<file path="src/rtl/div_ctrl_pkg.sv">
// Shared types and constants for the divider/fp32 dispatch controller.
package div_ctrl_pkg;

  typedef enum logic [1:0] {
    S_IDLE,
    S_ISSUE,
    S_WAIT,
    S_HOLD
  } state_t;

  localparam logic MODE_DIV  = 1'b0;
  localparam logic MODE_FP32 = 1'b1;

  localparam int SIGN_BIT = 64;
  localparam int HI_MSB   = 63;
  localparam int HI_LSB   = 32;
  localparam int LO_MSB   = 31;
  localparam int LO_LSB   = 0;

  localparam logic [64:0] TIMEOUT_FILL = {65{1'b1}};

endpackage

</file>
<file path="src/rtl/div_ctrl_watchdog.sv">
// Clear/enable cycle counter that flags the last allowed cycle of a wait window.
module div_ctrl_watchdog #(
  parameter int TIMEOUT_CYCLES = 256
) (
  input  logic clk,
  input  logic reset,
  input  logic clear,
  input  logic enable,
  output logic expired
);

  localparam int CW = (TIMEOUT_CYCLES > 2) ? $clog2(TIMEOUT_CYCLES) : 1;
  localparam logic [CW-1:0] LAST = CW'(TIMEOUT_CYCLES - 1);

  logic [CW-1:0] count;

  // Counter parks at the terminal value so it cannot wrap if the owner lingers.
  always_ff @(posedge clk) begin
    if (reset || clear) begin
      count <= '0;
    end else if (enable && !expired) begin
      count <= count + CW'(1);
    end
  end

  assign expired = enable && (count == LAST);

endmodule

</file>
<file path="src/rtl/div_dispatch_ctrl.sv">
// Pops one job, routes it to the divider or fp32 engine, and holds the packed result for the output FIFO.
module div_dispatch_ctrl
  import div_ctrl_pkg::*;
#(
  parameter int DATA_WIDTH     = 65,
  parameter int WIDTH          = 32,
  parameter int TIMEOUT_CYCLES = 256,
  parameter int CNT_WIDTH      = 16
) (
  input  logic                  clk,
  input  logic                  reset,
  input  logic                  job_valid,
  output logic                  job_ready,
  input  logic [DATA_WIDTH-1:0] job_data,
  input  logic                  job_mode,
  output logic                  div_valid_in,
  output logic                  div_sign,
  output logic [WIDTH-1:0]      div_dividend,
  output logic [WIDTH-1:0]      div_divisor,
  input  logic                  div_done,
  input  logic [WIDTH-1:0]      div_q,
  input  logic [WIDTH-1:0]      div_r,
  input  logic                  div_sign_o,
  output logic                  fp_valid_in,
  output logic [63:0]           fp_din,
  input  logic                  fp_ready,
  input  logic                  fp_valid_out,
  input  logic [31:0]           fp_result,
  output logic                  res_valid,
  input  logic                  res_ready,
  output logic [DATA_WIDTH-1:0] res_data,
  output logic                  busy,
  output logic                  timeout_err,
  output logic [CNT_WIDTH-1:0]  job_cnt
);

  state_t                state;
  logic [DATA_WIDTH-1:0] job_q;
  logic                  mode_q;
  logic                  wd_expired;

  div_ctrl_watchdog #(
    .TIMEOUT_CYCLES(TIMEOUT_CYCLES)
  ) u_watchdog (
    .clk    (clk),
    .reset  (reset),
    .clear  (state != S_WAIT),
    .enable (state == S_WAIT),
    .expired(wd_expired)
  );

  always_ff @(posedge clk) begin
    if (reset) begin
      state        <= S_IDLE;
      job_q        <= '0;
      mode_q       <= MODE_DIV;
      div_valid_in <= 1'b0;
      fp_valid_in  <= 1'b0;
      res_valid    <= 1'b0;
      res_data     <= '0;
      timeout_err  <= 1'b0;
      job_cnt      <= '0;
    end else begin
      case (state)
        S_IDLE: begin
          if (job_valid) begin
            job_q        <= job_data;
            mode_q       <= job_mode;
            div_valid_in <= (job_mode == MODE_DIV);
            fp_valid_in  <= (job_mode == MODE_FP32);
            state        <= S_ISSUE;
          end
        end
        S_ISSUE: begin
          if (mode_q == MODE_DIV) begin
            div_valid_in <= 1'b0;
            state        <= S_WAIT;
          end else if (fp_ready) begin
            fp_valid_in <= 1'b0;
            state       <= S_WAIT;
          end
        end
        // A real completion takes priority over the watchdog firing in the same cycle.
        S_WAIT: begin
          if (mode_q == MODE_DIV && div_done) begin
            res_data  <= {div_sign_o, div_q, div_r};
            res_valid <= 1'b1;
            state     <= S_HOLD;
          end else if (mode_q == MODE_FP32 && fp_valid_out) begin
            res_data  <= {job_q[SIGN_BIT], fp_result, 32'b0};
            res_valid <= 1'b1;
            state     <= S_HOLD;
          end else if (wd_expired) begin
            res_data    <= TIMEOUT_FILL;
            timeout_err <= 1'b1;
            res_valid   <= 1'b1;
            state       <= S_HOLD;
          end
        end
        S_HOLD: begin
          if (res_ready) begin
            res_valid <= 1'b0;
            job_cnt   <= job_cnt + CNT_WIDTH'(1);
            state     <= S_IDLE;
          end
        end
        default: state <= S_IDLE;
      endcase
    end
  end

  assign job_ready    = (state == S_IDLE) && !reset;
  assign busy         = (state != S_IDLE);
  assign div_sign     = job_q[SIGN_BIT];
  assign div_dividend = job_q[HI_MSB:HI_LSB];
  assign div_divisor  = job_q[LO_MSB:LO_LSB];
  assign fp_din       = job_q[HI_MSB:LO_LSB];

endmodule

</file>
<file path="config.mk">
export PLATFORM = sky130hd
export DESIGN_NAME = div_dispatch_ctrl
export DESIGN_NICKNAME = d
export VERILOG_FILES = /design/src/rtl/div_ctrl_pkg.sv /design/src/rtl/div_ctrl_watchdog.sv /design/src/rtl/div_dispatch_ctrl.sv
export SDC_FILE = /design/constraint.sdc
export NUM_CORES = 1
export LEC_CHECK = 0
export CORE_AREA = 2 2 150 152
export CTS_CLUSTER_SIZE = 20
export DETAILED_ROUTE_END_ITERATION = 10
export DIE_AREA = 0 0 152 154
export GPL_TIMING_DRIVEN = 0
export PLACE_DENSITY = 0.8
export SETUP_SLACK_MARGIN = 0.4
export SKIP_CTS_REPAIR_TIMING = 1
export SLEW_MARGIN = 15
export SYNTH_ARGS = -nofsm -noshare
export SYNTH_HDL_FRONTEND = slang
export SYNTH_SLANG_ARGS = --single-unit
</file>
<file path="constraint.sdc">
create_clock -name clk -period 1.7 [get_ports clk]
set_input_delay 0.34 -clock clk [delete_from_list [all_inputs] [get_ports clk]]
set_output_delay 0.34 -clock clk [all_outputs]
set_load 0.05 [all_outputs]
</file>
======== Word level (Yosys, flattened, before mapping) ========
Cells that the tools add are included.
storage, ports and cells
  input bits .............................. 170
  output and inout port bits .............. 216
  flip-flop bits (word level) ............. 161
  word-level logic and storage cells ...... 72
cells by class
  bitwise logic cells ..................... 4
  mux-type cells .......................... 23
  eq/ne operators ......................... 12
  reductions and logical operators ........ 21
  $add $sub $neg .......................... 2
operators by type and width
  operator                                              count
  2-to-1 mux 65 bit                                     3
  adder 16 x 1 -> 16 bit (second input constant)        1
  2-to-1 mux 2 bit                                      7
  inequality test 2 bit (second input constant)         6
  AND reduction 4 bit                                   3
  2-to-1 mux 1 bit                                      9
  adder 8 x 1 -> 8 bit (second input constant)          1
  equality test 8 bit (second input constant)           1
  case mux 2 bit (4 select lines)                       1
  case mux 1 bit (2 select lines)                       3
  AND reduction 2 bit                                   3
  AND reduction 3 bit                                   2
  nonzero test 2 bit                                    3
  logical AND 1 bit                                     5
  equality test 2 bit (second input constant)           2
  inequality test 4 bit (second input constant)         1
  NOT 1 bit                                             4
  inequality test 3 bit (second input constant)         1
  nonzero test 3 bit                                    1
  equality test 2 x 1 -> 1 bit (second input constant)  1
  logical NOT 1 bit                                     2
  logical NOT 2 bit                                     1
  logical OR 1 bit                                      1

======== Logic depth before layout (Yosys ltp) ========
  depth after elaboration ................. 6
  mapped depth ............................ 8
  mapped depth without buffers ............ 6

======== Hierarchy ========
Synthesis repeated with hierarchy kept, for this count alone.
second synthesis, totals
  cells, all modules ...................... 824
  area, all modules ....................... 6775.2 um^2
by module, submodules not included
  module             cells an instance  times used  area an instance (um^2)  seq. area each (um^2)
  div_dispatch_ctrl  776                1           6321.1                   3062.9
  div_ctrl_watchdog  48                 1           454.2                    160.2

======== Least setup slack after synthesis ========
No wires, ideal clock.
  path type ............................... register to register
  from .................................... reg job_cnt[0]
  to ...................................... reg job_cnt[14]
  clock period less this slack ............ 2011 ps
  buffers on the path ..................... 0
  arrival time ............................ 1941 ps
  setup slack ............................. -311 ps
  cell stages (with the launch flop) ...... 6
  library setup time ...................... 70 ps
  required time ........................... 1630 ps
  cell sequence ........................... dfxtp_1 > ha_1 > nand3_1 > or2_2 > or4_1 > a21oi_1
on the way
  cells in the longest elaborated chain, start to end .. 1
ends and longest elaborated chain
  what                    line                      text
  start, declared         div_dispatch_ctrl.sv:34   output logic [CNT_WIDTH-1:0] job_cnt
  start signal, assigned  div_dispatch_ctrl.sv:103  job_cnt <= job_cnt + CNT_WIDTH'(1);
  adder 16 x 1 -> 16 bit  div_dispatch_ctrl.sv:103
Every way passes these cells.
A chain may end at the register's enable or synchronous reset.

======== Worst setup path in the final report ========
  from .................................... reg state[1]
  to ...................................... out job_ready
on the way
  cells in the longest elaborated chain, start to end .. 2
ends and longest elaborated chain
  what                    line                      text
  start, declared         div_dispatch_ctrl.sv:37   state_t state;
  start signal, assigned  div_dispatch_ctrl.sv:54   state <= S_IDLE;
  start signal, assigned  div_dispatch_ctrl.sv:71   state <= S_ISSUE;
  start signal, assigned  div_dispatch_ctrl.sv:77   state <= S_WAIT;
  logical NOT 2 bit       div_dispatch_ctrl.sv:112  assign job_ready = (state == S_IDLE) && !reset;
  logical AND 1 bit       div_dispatch_ctrl.sv:112
  end, declared           div_dispatch_ctrl.sv:13   output logic job_ready,
Every way passes these cells.

==> results.md <==
- Unrepaired setup endpoints after global routing: yes
- Critical path peak fanout: 5
- Root buffer cell: clkbuf_16
- Power Density: approximately 1400 nW/um^2
- Gr usage total: 0.2197
- Drt pass-1 iters: 5
- Die Wd: about 150 um
- Asr flop ratio synth: 0
- Max-slew violations: 0
- Compound-Gate Fraction of Synth Area: 0.2262
- Row Count: 54
- P&R area growth vs syn: 97.18%
- Synth Area per Inst: 8.341 um^2
- Placed Cells: between 1.5k and 2k
- Xor/xnor share of the synthesized area: 0.01489
- Crit Path Class: reg -> out
- Critical path data arrival time: around 1500 ps
- CTS tree: yes
- Initial Utilization: 0.3254
- Simple-gate share of the synthesized area: 0.1631
- Rel. slew slack: 0.2757
- Combinational family with the most area after synthesis: compound AO/OA/AOI/OAI gates
- GP Congestion: approximately 0.86
- Clock slew at reported path FFs: 80 ps
- Worst Skew: ~13 ps
- CTS Buffer Depth: 2
- Drt wl/cell: 18.49 um
- Failing checks: setup timing
- Clock latency on the worst-skew pair: between 400 and 500 ps
- Grt ovf: 0
- IO Port Bufs: just under 400
- Tmin final: ~1800 ps
- Least-Margin Pin Slew: 1086 ps
- Crit start category: flop
- Post-DP HPWL: between 20000 and 25000 um
- H-Tree Level Count: 4
- Final hold slack: between 400 and 500 ps
- Clock Sinks: around 160
- Fin. Hold Viols: 0
- Syn Std Cell Area: just over 7000 um^2
- Die area: about 23000 um^2
- Final nets: 1466
- Largest net degree at the start of global routing: 18
- Post-synth EDFFs: 0
- Hold crit path type: in -> reg
- Initial antenna violation count: 0
- 1st-iter DRT viols: roughly 290
- # diodes: 0
- CTS Buf Count: 17
- Syn Inst Count: ~850
- Non-Filler Instances: between 1.5k and 2k
- Adder-Cell Fraction of Synth Area: 0.01241
- CP Data Required Time: between 1000 and 1500 ps
- IO Pins: just under 400
- Vias/cell: about 4.9
- Pre-CTS WS: -1761 ps
- Synth warnings: 0
- Outcome: finished, violations left
- DR vias: between 7k and 8k
- Final setup viols: 3
- Overall routed net length: 29260 um
- Sequential share of the synthesized area: 0.4567
- Worst setup margin: -89.00 ps
- Netlist cell types: 49
- FMAX: around 560 MHz
- Synth Register Bits: approximately 160
- CP Capture Type: output pin
- Global-route wire length before repair: approximately 41000 um
- Total power: just under 20 mW
- Mux share of post-synthesis cell area: 0.002837
- Share of cells above drive strength 1: 0.3203
- Die Y: about 150 um
- Max-cap violations: 0
- LEAKAGE: around 7.8 nW
- Post-detailed-route count of antenna-violating nets: 0
- Tcrit/Tclk final: 1.052
- Max VDD drop: 671.1 uV
- Top FF cell, synth: dfxtp_1
- Core area: approximately 22000 um^2
- Drt drc: 0
- Vias in the first global route: around 7.2k
- Net Count, Synth: 1023
flip-flops by register name, indices dropped and copies added (netlist names):
register	cells
state	2
u_watchdog.count	8
res_data	65
timeout_err	1
mode_q	1
job_cnt	16
div_valid_in	1
job_q	65
fp_valid_in	1
res_valid	1
cell families (layout without fill, tap and decap cells):
logic type	count (synthesis)	count (layout)
fa+ha+maj	7	7
flops	161	161
xor+xnor	12	12
buf+inv	155	611
simple gates	262	262
mux	2	2
compound gates	247	247
path summary, 6_finish.rpt:
path | start | endpoint | slack, ps | depth (start not counted)
min reg2reg | res_data[61] | res_data[61] | 460 | 1
max reg2reg | state[0] | job_cnt[14] | 0 | 6
min | job_data[1] | job_q[1] | 450 | 3
max | state[1] | job_ready | -90 | 5
power by group:
part / total (mW) / leakage (nW) / switching (mW) / internal [mW]
combinational: 10.3 / 6.12 / 5.94 / 4.35
sequential: 5.11 / 1.35 / 0.598 / 4.51
clock: 3.91 / 0.286 / 1.81 / 2.10
total: 19.3 / 7.76 / 8.36 / 11.0
cells in the mapped netlist, types with 3 or more instances:
library cell	count	area, um^2
o21ai_0	16	80.08
nand4b_1	9	78.83
a211oi_2	20	250.2
dfxtp_1	161	3223
nand2b_1	4	25.02
ha_1	7	87.58
buf_4	64	480.5
a21oi_1	114	570.6
o31ai_1	13	97.59
or4_1	3	22.52
buf_6	6	67.56
nand2_1	184	690.7
nor2_1	20	75.07
buf_1	5	18.77
nand3_1	14	70.07
a211oi_1	3	22.52
inv_1	30	112.6
nor3_1	7	35.03
xor2_1	7	61.31
buf_2	5	25.02
o21a_1	34	255.2
o22ai_1	17	106.4
clkbuf_1	45	168.9
a31oi_1	20	125.1
nand4_1	3	18.77
xnor2_1	5	43.79
final cells by class:
class                           count  area [um^2]
Buffer                            125         1181
Clock buffer                       17        425.4
Clock inverter                     15        163.9
Fill cell                        1664         7774
Inverter                           30        123.9
Multi-Input combinational cell    530         3337
Sequential cell                   161         3390
Tap cell                          280        350.3
Timing Repair Buffer              424         4943
layout by cell type, fill, tap and decap left out, drive strengths merged, types with 16 or more instances in the layout:
master,count
a211oi,23
a21oi,114
a31oi,20
buf,199
clkbuf,54
clkdlybuf4s50,167
dfxtp,161
dlymetal6s2s,146
inv,39
nand2,184
nor2,20
o21a,34
o21ai,16
o22ai,17
metal layers:
metal | vias to the layer above | track usage | part of all wire | wire (um)
met5 | - | 0 | 0 | 0
met4 | 0 | 0.08634 | 0.030 | 875
met3 | 48 | 0.06060 | 0.064 | 1872
met2 | 338 | 0.4015 | 0.53 | 15550
met1 | 3704 | 0.2411 | 0.37 | 10960
li1 | 3723 | - | - | -
critical path, cell delays in order, from the launching register on:
cell	delay [ps]
dfxtp_4	380
inv_4	70
ha_4	160
clkinvlp_4	140
nor2_4	110
buf_6	160
metrics by stage:
step	area (um^2)	utilization	setup TNS [ps]
after CTS	12170	0.5612	-107860
final	13910	0.6416	-129.3
after floorplan	7377	-	0
after global routing	13910	0.6416	-564.7
after detailed placement	11580	0.5340	-106820
after global placement	11580	0.5340	-104240
Note: power is estimated with default switching activity, not from simulation.
